<file path="src/rtl/mem_access_unit_pkg.sv">
// Shared constants for the load/store unit: RV32I funct3 codes, RAM write modes,
// FSM state encodings and request decode helpers.
package mem_access_unit_pkg;

  localparam int XLEN_WIDTH = 32;

  localparam logic [2:0] F3_B  = 3'b000;
  localparam logic [2:0] F3_H  = 3'b001;
  localparam logic [2:0] F3_W  = 3'b010;
  localparam logic [2:0] F3_BU = 3'b100;
  localparam logic [2:0] F3_HU = 3'b101;

  localparam logic [1:0] WM_NONE = 2'b00;
  localparam logic [1:0] WM_BYTE = 2'b01;
  localparam logic [1:0] WM_HALF = 2'b10;
  localparam logic [1:0] WM_WORD = 2'b11;

  localparam logic [2:0] ST_IDLE = 3'd0;
  localparam logic [2:0] ST_RD1  = 3'd1;
  localparam logic [2:0] ST_RD2  = 3'd2;
  localparam logic [2:0] ST_WR   = 3'd3;
  localparam logic [2:0] ST_RESP = 3'd4;

  function automatic logic op_illegal(input logic we, input logic [2:0] op);
    logic bad;
    if (we) bad = !(op == F3_B || op == F3_H || op == F3_W);
    else    bad = !(op == F3_B || op == F3_H || op == F3_W || op == F3_BU || op == F3_HU);
    return bad;
  endfunction

  function automatic logic op_misaligned(input logic [2:0] op, input logic [1:0] lo);
    logic mis;
    case (op)
      F3_H, F3_HU: mis = lo[0];
      F3_W:        mis = (lo != 2'b00);
      default:     mis = 1'b0;
    endcase
    return mis;
  endfunction

  function automatic logic [1:0] store_mode(input logic [2:0] op);
    logic [1:0] m;
    case (op)
      F3_B:    m = WM_BYTE;
      F3_H:    m = WM_HALF;
      F3_W:    m = WM_WORD;
      default: m = WM_NONE;
    endcase
    return m;
  endfunction

endpackage

</file>
<file path="src/rtl/mem_access_unit_load_extend.sv">
// Selects the byte/half/word of a little-endian RAM word for a load and
// applies sign or zero extension according to funct3.
module load_extend
  import mem_access_unit_pkg::*;
(
  input  logic [XLEN_WIDTH-1:0] word,
  input  logic [1:0]            addr_lo,
  input  logic [2:0]            op,
  output logic [XLEN_WIDTH-1:0] value
);

  logic [7:0]  sel_byte;
  logic [15:0] sel_half;

  always_comb begin
    sel_byte = word[{addr_lo, 3'b000} +: 8];
    sel_half = addr_lo[1] ? word[31:16] : word[15:0];
    value    = '0;
    case (op)
      F3_B:    value = {{24{sel_byte[7]}}, sel_byte};
      F3_BU:   value = {24'h0, sel_byte};
      F3_H:    value = {{16{sel_half[15]}}, sel_half};
      F3_HU:   value = {16'h0, sel_half};
      F3_W:    value = word;
      default: value = '0;
    endcase
  end

endmodule

</file>
<file path="src/rtl/mem_access_unit.sv">
// Load/store unit: one request at a time between execute and the RAM data port,
// with registered RAM-side outputs and a held response until consumed.
module mem_access_unit
  import mem_access_unit_pkg::*;
(
  input  logic                  clk,
  input  logic                  rst,
  input  logic                  req_valid,
  output logic                  req_ready,
  input  logic                  req_we,
  input  logic [2:0]            req_op,
  input  logic [XLEN_WIDTH-1:0] req_addr,
  input  logic [XLEN_WIDTH-1:0] req_wdata,
  input  logic [4:0]            req_rd,
  output logic                  resp_valid,
  input  logic                  resp_ready,
  output logic [XLEN_WIDTH-1:0] resp_data,
  output logic [4:0]            resp_rd,
  output logic                  resp_err,
  output logic [XLEN_WIDTH-1:0] ram_addr,
  input  logic [XLEN_WIDTH-1:0] ram_rdata,
  output logic [1:0]            ram_write_mode,
  output logic [XLEN_WIDTH-1:0] ram_write_addr,
  output logic [XLEN_WIDTH-1:0] ram_write_data
);

  logic [2:0]            state;
  logic [2:0]            op_q;
  logic [1:0]            lo_q;
  logic                  req_err;
  logic [XLEN_WIDTH-1:0] ext_data;

  assign req_ready = (state == ST_IDLE);
  assign req_err   = op_illegal(req_we, req_op) || op_misaligned(req_op, req_addr[1:0]);

  load_extend u_load_extend (
    .word    (ram_rdata),
    .addr_lo (lo_q),
    .op      (op_q),
    .value   (ext_data)
  );

  always_ff @(posedge clk) begin
    if (!rst) begin
      state          <= ST_IDLE;
      op_q           <= '0;
      lo_q           <= '0;
      resp_valid     <= 1'b0;
      resp_data      <= '0;
      resp_rd        <= '0;
      resp_err       <= 1'b0;
      ram_addr       <= '0;
      ram_write_mode <= WM_NONE;
      ram_write_addr <= '0;
      ram_write_data <= '0;
    end else begin
      case (state)
        ST_IDLE: begin
          if (req_valid) begin
            op_q      <= req_op;
            lo_q      <= req_addr[1:0];
            resp_rd   <= req_rd;
            resp_data <= '0;
            resp_err  <= 1'b0;
            if (req_err) begin
              // Errors skip the RAM entirely and respond straight away.
              resp_err   <= 1'b1;
              resp_valid <= 1'b1;
              state      <= ST_RESP;
            end else if (req_we) begin
              ram_write_mode <= store_mode(req_op);
              ram_write_addr <= req_addr;
              ram_write_data <= req_wdata;
              state          <= ST_WR;
            end else begin
              ram_addr <= {req_addr[XLEN_WIDTH-1:2], 2'b00};
              state    <= ST_RD1;
            end
          end
        end
        ST_RD1: begin
          state <= ST_RD2;
        end
        ST_RD2: begin
          resp_data  <= ext_data;
          resp_valid <= 1'b1;
          state      <= ST_RESP;
        end
        ST_WR: begin
          ram_write_mode <= WM_NONE;
          resp_valid     <= 1'b1;
          state          <= ST_RESP;
        end
        ST_RESP: begin
          if (resp_ready) begin
            resp_valid <= 1'b0;
            state      <= ST_IDLE;
          end
        end
        default: begin
          resp_valid     <= 1'b0;
          ram_write_mode <= WM_NONE;
          state          <= ST_IDLE;
        end
      endcase
    end
  end

endmodule
</file>
<file path="config.mk">
export PLATFORM = sky130hd
export DESIGN_NAME = mem_access_unit
export DESIGN_NICKNAME = d
export VERILOG_FILES = /design/src/rtl/mem_access_unit_pkg.sv /design/src/rtl/mem_access_unit_load_extend.sv /design/src/rtl/mem_access_unit.sv
export SDC_FILE = /design/constraint.sdc
export NUM_CORES = 1
export LEC_CHECK = 0
export ABC_AREA = 0
export BUFFER_PORTS_ARGS = -buffer_cell sky130_fd_sc_hd__buf_4
export CELL_PAD_IN_SITES_DETAIL_PLACEMENT = 0
export CELL_PAD_IN_SITES_GLOBAL_PLACEMENT = 1
export CORE_ASPECT_RATIO = 1.25
export CORE_MARGIN = 3
export CORE_UTILIZATION = 31
export CTS_BUF_LIST = sky130_fd_sc_hd__clkbuf_16
export DETAILED_ROUTE_END_ITERATION = 10
export GPL_TIMING_DRIVEN = 0
export PLACE_DENSITY_LB_ADDON = 0.1
export SYNTH_ARGS = -nofsm -noshare
export SYNTH_HDL_FRONTEND = slang
export SYNTH_SLANG_ARGS = --single-unit
</file>
<file path="constraint.sdc">
create_clock -name clk -period 1.55 [get_ports clk]
set_input_delay 0.31 -clock clk [delete_from_list [all_inputs] [get_ports clk]]
set_output_delay 0.31 -clock clk [all_outputs]
set_load 0.01 [all_outputs]
</file>
==> reports/metrics.cfg, run 1 <==
[status]
outcome = finished, violations left
violations = setup timing

[power_and_ir_drop]
ir_drop_mv = 0.642
p_per_area_nw_per_um2 = 978
p_leak_nw = 3.83

[timing]
timing.fmax_mhz = 628
slew_viol_final = 0
finalHoldViolations = 0
rsz0062_at_grt = true
skew_ns = 0.00568
fin_hold_ws_ns = 0.134
setup_ws_ns = -0.0421
timing_worst_slew_pin_value_ns = 0.701
slew_headroom_pct = 53.3
post-route-min-period_ns = 1.59
post-route-period-util_pct = 103
finalSetupViolCount = 87
setup-tns-final_ns = -1.85

[cells_and_area]
final_net_count = 1067
drive_above_1_share_pct = 39.4
syn2layout_area_growth_pct = 52.5
fill_cells = 1858
n_antenna_cell = 0

[worst_setup_path]
critPathCaptureType = flip-flop
cp.arrival_ns = 1.87
path_delay_family = buffers and inverters
cp_common_cell = buf_12
start_kind = flip-flop
critPathSlowestCell = dfxtp_4
path_class = flip-flop to flip-flop
path_buf_inv = 3
crit_fanout = 10
worstPathCellList = nor4b_4 -> o211ai_4 -> buf_12 -> buf_12 -> buf_8 -> nand3_1 -> o21ai_1
worstPathRequired_ns = 1.83
max_stage_delay_ns = 0.38

[grt]
grt_antenna_before_repair = 0
grt_pass1_vias = 5997
grt_usage_pct = 19.1
grt_pass1_wl_mm = 31.8
grt_max_degree = 17
gr-total-overflow = 0

[run]
maxCapViolations = 0

[floorplanning]
die_x_um = 131
core-area_um2 = 18900
ios = 247
dieArea_um2 = 21100
rows = 56
initial_core_util_pct = 31.8
die_h_um = 162

[drt]
wl_met2_mm = 10.5
drc = 0
first_pass_iters = 4
drt-total-wl_mm = 20.9
wl_met1_mm = 8.58
route.met3.wl_mm = 1.44
highest_layer = met4
ant_nets = 0
wire_per_inst_um = 17.4
first_iter_violations = 336
num_vias = 5972
viasPerCell = 4.97

[clocking]
clk_latency_ns = 0.41
cts_tree = done
cts_sinks = 143
cts.clk_slew.worst_paths_ns = 0.06
cts_max_path_buffers = 2
htree_levels = 4
root_buffer = clkbuf_16
cts_made_buffers = 17
postCtsHoldBufs = 0

[synthesis]
synth_fa_ha_area_share_pct = 0.167
synth_compound_area_share_pct = 19.2
synth_seq_cells = 143
synth-simple-area-share_pct = 19.4
ys_seq_area_share_pct = 47.7
avgSynthCellArea_um2 = 8.95
synth-edff-count = 0
syn_inst = 671
synth_xor_area_share_pct = 0.146
yosysUniqueCellTypes = 53
synth-main-ff-cell = dfxtp_1
synth_top_family_by_area = simple AND/OR/NAND/NOR gates
syn-cell-area_um2 = 6010
synth.mux.area_fraction_pct = 7.00
synthArstFlopShare_pct = 0
yosysWarnings = 0

[placed_design]
io_buffer_count = 244
gp_congestion = 0.799
post-dp-hpwl_mm = 15.7

[hold_path]
hp-class = primary input to flip-flop

==> worst paths after layout <==
path | from | depth (start not counted) | slack, ns | to
hold reg to reg | ram_write_addr[1] | 2 | 0.46 | ram_write_addr[1]
setup / recovery | state[1] | 7 | -0.04 | ram_write_data[28]
setup reg to reg | state[1] | 7 | -0.04 | ram_write_data[28]
hold / removal | ram_rdata[3] | 3 | 0.13 | resp_data[3]
==> routing by layer <==
layer / global-route usage (%) / vias up
li1: - / 2962
met1: 23.0 / 2807
met2: 32.0 / 179
met3: 6.52 / 24
met4: 5.80 / 0
met5: 0 / -
==> stage by stage <==
step / power [mW] / area (µm²) / worst slack (ns) / util, % / std cells
after floorplan: 4.56 / 6010 / 0.0490 / - / 672
after detailed placement: 5.15 / 8130 / -0.590 / 43.0 / 1148
after CTS: 8.99 / 8910 / -0.0641 / 47.1 / 1190
after global placement: 5.12 / 8130 / -0.510 / 43.0 / 1148
final: 8.96 / 9160 / -0.0421 / 48.4 / 1201
after global routing: 9.35 / 9160 / -0.124 / 48.4 / 1201
==> state kept, by name (all words and copies together), names as in the netlist, 2 cells and up <==
signal and flops:
lo_q 2, op_q 3, ram_addr 30, ram_write_addr 32, ram_write_data 32, ram_write_mode 2, resp_data 32, resp_rd 5
state 3
==> kinds of logic after synthesis <==
group           count (synthesis)
fa+ha+maj                       1
buf+inv                        63
mux                            40
compound gates                185
flops                         143
xor+xnor                        1
other cells                     1
simple gates                  237
==> report_power, final <==
group / switching (mW) / internal (mW) / leakage (nW)
registers: 0.0780 / 3.78 / 1.16
logic: 0.705 / 0.664 / 2.42
clock network: 1.58 / 2.16 / 0.247
total: 2.36 / 6.60 / 3.83
==> synthesized netlist by cell type, drive strengths merged (2+ instances only) <==
cell type  number  area, µm²
clkbuf         20       75.1
o31ai           2       15.0
nor4            3       33.8
inv             2       7.51
nand2b          5       31.3
a21oi          45        233
nor2b           4       25.0
nand2         123        467
mux2i          33        330
a211o           7       61.3
nand3b          2       15.0
a211oi         18        175
nor2            4       17.5
a22oi          17        128
nor3            6       52.6
nand3          76        380
a32oi           6       52.6
mux2            6       67.6
buf            41        300
o21ai          81        409
dfxtp         143       2860
nor3b           8       76.3
o221ai          2       17.5
==> cells in the final DEF, fill, tap and decap left out, types with 3 or more instances in the layout <==
| cell type | count |
|---|---|
| nor2_1 | 3 |
| a211oi_1 | 10 |
| clkbuf_16 | 19 |
| dfxtp_1 | 137 |
| nand2_1 | 120 |
| a211oi_2 | 8 |
| buf_1 | 8 |
| o21ai_1 | 69 |
| clkinvlp_4 | 5 |
| a21oi_1 | 43 |
| buf_2 | 4 |
| nand2b_1 | 3 |
| buf_4 | 266 |
| dfxtp_2 | 4 |
| inv_1 | 3 |
| buf_6 | 12 |
| buf_8 | 5 |
| clkbuf_1 | 15 |
| mux2i_1 | 33 |
| nand3_1 | 70 |
| nor2b_1 | 4 |
| clkbuf_2 | 4 |
| clkinv_1 | 3 |
| buf_12 | 7 |
| nor3b_1 | 6 |
| mux2_2 | 6 |
| a22oi_1 | 17 |
| clkbuf_4 | 4 |
| o21ai_0 | 9 |
| nand3_2 | 6 |
| a211o_1 | 7 |
| a32oi_1 | 6 |
==> worst reg2reg max path, delay by kind of cell, from the launching register on <==
kind	cells	cell delay [ns]
AO/OA/AOI/OAI	2	0.22
buffers and inverters	3	0.44
flip-flops	1	0.38
AND/OR/NAND/NOR	2	0.42
==> cell type report <==
cell class	instances	area [µm²]	share of cell area, %
plain buffers	58	462	5.04
clock buffers	17	425	4.64
clock inverters	13	101	1.11
inverters	2	7.51	0.0819
multi-input cells	466	2880	31.4
flip-flops and latches	143	2880	31.4
well taps	232	290	3.17
repair buffers	270	2120	23.2
==> timing repair <==
action	in CTS	in global routing
endpoints found under the hold margin	0	0
cloned	2	3
buffers inserted	11	11
gates resized for setup	29	41
pin swaps	6	6
endpoints found under the setup margin	130	137
Note: power is estimated with default switching activity, not from simulation.
==> run 2: changes to the inputs <==
Settings changed: CORE_ASPECT_RATIO 1.25 to 1.1.
==> run 2 against run 1 <==
The flow now finishes without violations; total power grew 12%; fmax grew 3.1%; sequential cell count unchanged; sequential share of layout area decreased by 0.13 points; register-to-register slack better by 0.05 ns; global-route usage is 0.20 points higher; combinational power barely moved; cell count is 0.25% higher; critical endpoint is now ram_addr[24]; largest cell class is now sequential cells.
==> reports/metrics.cfg, run 2 (synthesis gave the netlist of run 1 again) <==
[power_and_ir_drop]
switching_share_pct = 24.2  ; was 26.3%
p_leak_nw = 3.85  ; was 3.83 nW
power_mw = 10.0  ; was 8.96 mW
p_int_mw = 7.60  ; was 6.60 mW
ir_drop_mv = 0.788  ; was 0.642 mV
power_frac_comb_pct = 13.4  ; was 15.3%
pwr-share-clk_pct = 48.1  ; was 41.7%
switchingPower_mw = 2.42  ; was 2.36 mW
pwr-share-seq_pct = 38.5  ; was 43.0%
p_per_area_nw_per_um2 = 1090  ; was 978 nW/µm²

[placed_design]
place_area_um2 = 8150  ; was 8130 µm²
place_ws_ns = -0.612  ; was -0.590 ns
gp_congestion = 0.779  ; was 0.799
post-dp-hpwl_mm = 15.7  ; about the same
io_buffer_count = 244  ; unchanged

[clocking]
clk_latency_ns = 0.42  ; was 0.41 ns
cts_max_path_buffers = 2  ; unchanged
htree_levels = 4  ; unchanged
cts_tree = done  ; unchanged
cts_sinks = 143  ; unchanged
root_buffer = clkbuf_16  ; unchanged
cts_made_buffers = 17  ; unchanged
cts.clk_slew.worst_paths_ns = 0.06  ; about the same

[cells_and_area]
final_cell_mix = buf_4, dfxtp_1, nand2_1  ; unchanged
final_util_pct = 49.1  ; was 48.4%
drive_above_1_share_pct = 39.2  ; was 39.4%
final_net_count = 1058  ; was 1067
final_common_cell = buf_4  ; unchanged
n_antenna_cell = 0  ; unchanged
final_area_um2 = 9200  ; was 9160 µm²
syn2layout_area_growth_pct = 53.1  ; was 52.5%
reg_top3 = ram_write_addr x32, ram_write_data x32, resp_data x32  ; unchanged

[grt]
use_met2_pct = 33.8  ; was 32.0%
grt_pass1_wl_mm = 33.0  ; was 31.8 mm
grt_pass1_vias = 6116  ; was 5997
grt_usage_pct = 19.3  ; was 19.1%
busiest_layer = met2  ; unchanged
gr-total-overflow = 0  ; unchanged
grt_max_degree = 17  ; unchanged
grt_antenna_before_repair = 0  ; unchanged
met3_usage_pct = 7.14  ; was 6.52%
met1_usage_pct = 22.2  ; was 23.0%

[timing]
post-route-min-period_ns = 1.54  ; was 1.59 ns
slew_headroom_pct = 51.7  ; was 53.3%
finalHoldViolations = 0  ; unchanged
rsz0062_at_grt = true  ; unchanged
timing.fmax_mhz = 648  ; was 628 MHz
skew_ns = 0.00640  ; was 0.00568 ns
finalSetupViolCount = 0  ; was 87
slew_viol_final = 0  ; unchanged
timing_worst_slew_pin_value_ns = 0.725  ; was 0.701 ns
setup_ws_ns = 0.00579  ; was -0.0421 ns
post-route-period-util_pct = 99.6  ; was 103%
setup-tns-final_ns = 0  ; was -1.85 ns

[worst_setup_path]
start_kind = flip-flop  ; unchanged
rrSetupSlack_ns = 0.006  ; was -0.04 ns
r2r-end = ram_addr[24]  ; was ram_write_data[28]
worstPathRequired_ns = 1.90  ; was 1.83 ns
path_class = flip-flop to flip-flop  ; unchanged
cp.arrival_ns = 1.89  ; was 1.87 ns
critPathCaptureType = flip-flop  ; unchanged
crit_fanout = 10  ; unchanged
worst_r2r_path_depth = 6  ; was 7
crit-reg2reg-launch = state[1]  ; unchanged

[drt]
first_pass_iters = 7  ; was 4
drt-total-wl_mm = 21.0  ; was 20.9 mm
num_vias = 5946  ; was 5972
ant_nets = 0  ; unchanged
drc = 0  ; unchanged
wire_per_inst_um = 17.4  ; about the same
first_iter_violations = 224  ; was 336
viasPerCell = 4.94  ; was 4.97

[floorplanning]
ios = 247  ; unchanged
dieArea_um2 = 21100  ; about the same
die_h_um = 152  ; was 162 µm
die_x_um = 139  ; was 131 µm
core-area_um2 = 18700  ; was 18900 µm²
rows = 52  ; was 56
initial_core_util_pct = 32.1  ; was 31.8%

[hold_path]
min_from = req_wdata[31]  ; was ram_rdata[3]
hp-class = primary input to flip-flop  ; unchanged
hold_end = ram_write_data[31]  ; was resp_data[3]
min_path_cells = 3  ; unchanged

[status]
outcome = complete, no violations  ; was finished, violations left

[run]
maxCapViolations = 0  ; unchanged

-- run 2: worst max path at each step --
stage	startpoint	end	slack [ns]	cells after the start
6_report	state[1]	ram_addr[24]	0.006	6
5_1_grt	state[1]	ram_addr[30]	-0.08	6
4_1_cts	state[1]	ram_addr[4]	-0.004	6
3_5_place_dp	rst	ram_addr[23]	-0.61	6
3_3_place_gp	rst	ram_addr[16]	-0.55	6
2_1_floorplan	state[2]	ram_addr[10]	0.05	6
-- run 2: power by group through the flow --
stage	clock, mW	sequential [mW]	combinational, mW
2_1_floorplan	0	3.96	0.601
3_3_place_gp	0	3.92	1.20
3_5_place_dp	0	3.93	1.22
4_1_cts	4.93	3.85	1.28
5_1_grt	5.10	3.87	1.46
6_report	4.83	3.86	1.34
-- run 2: repair_timing --
item                                    4_1_cts  5_1_grt
cloned                                        0        2
gates resized for setup                      25       48
pin swaps                                     7        4
buffers inserted                             12        4
hold buffers                                  0        0
endpoints found under the setup margin      139      138
endpoints found under the hold margin         0        0
-- run 2: cell type report --
type	count	area (µm²)
Buffer	58	457
Clock buffer	17	425
Clock inverter	14	263
Fill cell	1828	9540
Inverter	2	7.51
Multi-Input combinational cell	466	2850
Sequential cell	143	2870
Tap cell	243	304
Timing Repair Buffer	261	2010
-- run 2: critical path: stages, from the launching register on --
cell and delay [ns]:
dfxtp_4 0.38, nor3_4 0.26, nand2_2 0.11, nor3_4 0.22, buf_12 0.16, buf_12 0.15, mux2i_1 0.19
-- run 2: routing by layer --
layer	up-vias	part of all wire, %
met1	2793	40
li1	2943	-
met5	-	0
met3	23	7.7
met4	0	1.6
met2	187	50
-- run 2: through the flow --
step | hold slack (ns) | std cells
2_1_floorplan | 0.412 | 672
3_3_place_gp | 0.442 | 1159
3_5_place_dp | 0.447 | 1159
4_1_cts | 0.108 | 1200
5_1_grt | 0.122 | 1204
6_report | 0.132 | 1204
==> run 3: changes to the inputs <==
Settings changed: MAX_ROUTING_LAYER from default to met4, TNS_END_PERCENT from default to 30.
==> run 3 against run 2 <==
The flow now finishes with violations (setup timing); non-clock buffer count is 3 higher; design area grew 0.46%; clock skew down 0.00081 ns; count of clock-buffer cells in the layout unchanged; cell count grew 0.25%; critical path depth rose by 1; via count increased by 0.17%; sequential share of layout area is 0.10 points lower; setup slack got worse by 0.0092 ns; wire length grew 0.12%.
==> reports/metrics.cfg, run 3 (synthesis gave the netlist of run 1 again) <==
[power_and_ir_drop]
power_mw = 10.0  ; about the same
pwr-share-seq_pct = 38.5  ; about the same
ir_drop_mv = 0.779  ; was 0.788 mV
switching_share_pct = 24.1  ; was 24.2%
p_leak_nw = 3.89  ; was 3.85 nW
p_per_area_nw_per_um2 = 1080  ; was 1090 nW/µm²
p_int_mw = 7.61  ; was 7.60 mW
pwr-share-clk_pct = 48.1  ; about the same
switchingPower_mw = 2.42  ; about the same
power_frac_comb_pct = 13.4  ; about the same

[timing]
post-route-period-util_pct = 100  ; was 99.6%
skew_ns = 0.00559  ; was 0.00640 ns
setup-tns-final_ns = -0.00630  ; was 0 ns
finalHoldViolations = 0  ; unchanged
finalSetupViolCount = 3  ; was 0
timing.fmax_mhz = 644  ; was 648 MHz
slew_headroom_pct = 51.9  ; was 51.7%
rsz0062_at_grt = true  ; unchanged
post-route-min-period_ns = 1.55  ; was 1.54 ns
setup_ws_ns = -0.00336  ; was 0.00579 ns
timing_worst_slew_pin_value_ns = 0.722  ; was 0.725 ns
slew_viol_final = 0  ; unchanged

[cells_and_area]
drive_above_1_share_pct = 39.3  ; was 39.2%
n_antenna_cell = 0  ; unchanged
reg_top3 = ram_write_addr x32, ram_write_data x32, resp_data x32  ; unchanged
final_net_count = 1061  ; was 1058
syn2layout_area_growth_pct = 53.8  ; was 53.1%
fin_cells = 1207  ; was 1204
final_cell_mix = buf_4, dfxtp_1, nand2_1  ; unchanged
final_common_cell = buf_4  ; unchanged

[placed_design]
place_ws_ns = -0.612  ; unchanged
gp_congestion = 0.790  ; was 0.779
dp.cells = 1159  ; unchanged
post-dp-hpwl_mm = 15.7  ; unchanged
io_buffer_count = 244  ; unchanged

[clocking]
root_buffer = clkbuf_16  ; unchanged
cts.clk_slew.worst_paths_ns = 0.06  ; about the same
clk_latency_ns = 0.42  ; about the same
cts_made_buffers = 17  ; unchanged
cts_sinks = 143  ; unchanged
cts_max_path_buffers = 2  ; unchanged
htree_levels = 4  ; unchanged
postCtsHoldBufs = 0  ; unchanged
cts_tree = done  ; unchanged

[floorplanning]
ios = 247  ; unchanged
core-area_um2 = 18700  ; unchanged
initial_core_util_pct = 32.1  ; unchanged
dieArea_um2 = 21100  ; unchanged
die_h_um = 152  ; unchanged
rows = 52  ; unchanged
die_x_um = 139  ; unchanged

[drt]
ant_nets = 0  ; unchanged
first_iter_violations = 248  ; was 224
num_vias = 5956  ; was 5946
drc = 0  ; unchanged
first_pass_iters = 4  ; was 7
drt-total-wl_mm = 21.0  ; about the same
wire_per_inst_um = 17.4  ; about the same
viasPerCell = 4.93  ; was 4.94

[grt]
grt_pass1_vias = 6133  ; was 6116
grt_max_degree = 17  ; unchanged
grt_usage_pct = 19.9  ; was 19.3%
grt_antenna_before_repair = 0  ; unchanged
grt_pass1_wl_mm = 32.9  ; was 33.0 mm
gr-total-overflow = 0  ; unchanged

[hold_path]
hp-class = primary input to flip-flop  ; unchanged

[worst_setup_path]
cp.arrival_ns = 1.90  ; was 1.89 ns
worstPathRequired_ns = 1.89  ; was 1.90 ns
crit_fanout = 8  ; was 10
critPathCaptureType = flip-flop  ; unchanged
start_kind = flip-flop  ; unchanged
rrSetupSlack_ns = -0.003  ; was 0.006 ns
path_class = flip-flop to flip-flop  ; unchanged

[run]
maxCapViolations = 0  ; unchanged

[status]
violations = setup timing
outcome = finished, violations left  ; was complete, no violations

[run 3: cell types whose count changed in the layout (fill, tap and decap cells not counted), sizes merged]
cell / delta
clkbuf: +3
buf: -1
dlymetal6s2s: +1
[run 3: final cells by class]
| cell class | count | area, µm² |
|---|---|---|
| Buffer | 59 | 464 |
| Clock buffer | 17 | 425 |
| Clock inverter | 14 | 263 |
| Fill cell | 1816 | 9500 |
| Inverter | 2 | 7.51 |
| Multi-Input combinational cell | 466 | 2850 |
| Sequential cell | 143 | 2880 |
| Tap cell | 243 | 304 |
| Timing Repair Buffer | 263 | 2050 |
[run 3: stage by stage]
stage                     instance area (µm²)  hold slack, ns  utilization, %
after floorplan                          6010           0.412               -
after CTS                                8990           0.108            48.0
after global routing                     9240           0.122            49.3
after global placement                   8150           0.442            43.5
final                                    9240           0.135            49.3
after detailed placement                 8150           0.447            43.5
[run 3: routing by layer]
metal / track usage (%) / wire (µm) / vias up
li1: - / - / 2955
met1: 22.6 / 8510 / 2802
met5: - / 0 / -
met3: 6.38 / 1450 / 23
met2: 33.8 / 10700 / 176
met4: 5.55 / 314 / 0
[run 3: repair_timing]
action	CTS	global route
hold endpoints to repair	0	0
setup endpoints to repair	139	139
gates cloned	0	3
pin swaps	7	3
setup buffers	10	7
gates resized for setup	25	52
[run 3: path summary, 6_finish.rpt]
kind,startpoint,endpoint,depth (start not counted)
max reg2reg,state[2],ram_addr[5],7
min reg2reg,ram_write_data[26],ram_write_data[26],2
max,state[2],ram_addr[5],7
min,req_wdata[31],ram_write_data[31],3
[run 3: power by group through the flow]
stage	Sequential [mW]	Clock, mW	Combinational (mW)
2_1_floorplan	3.96	0	0.601
3_3_place_gp	3.92	0	1.20
3_5_place_dp	3.93	0	1.22
4_1_cts	3.85	4.93	1.28
5_1_grt	3.87	5.10	1.47
6_report	3.86	4.82	1.35
[run 3: worst max-delay path, cell delays in order (launching register included)]
cell	delay, ns
dfxtp_2	0.32
buf_6	0.13
nor3_4	0.19
nand2_2	0.11
nor3_4	0.22
buf_12	0.17
clkbuf_16	0.16
mux2i_1	0.18
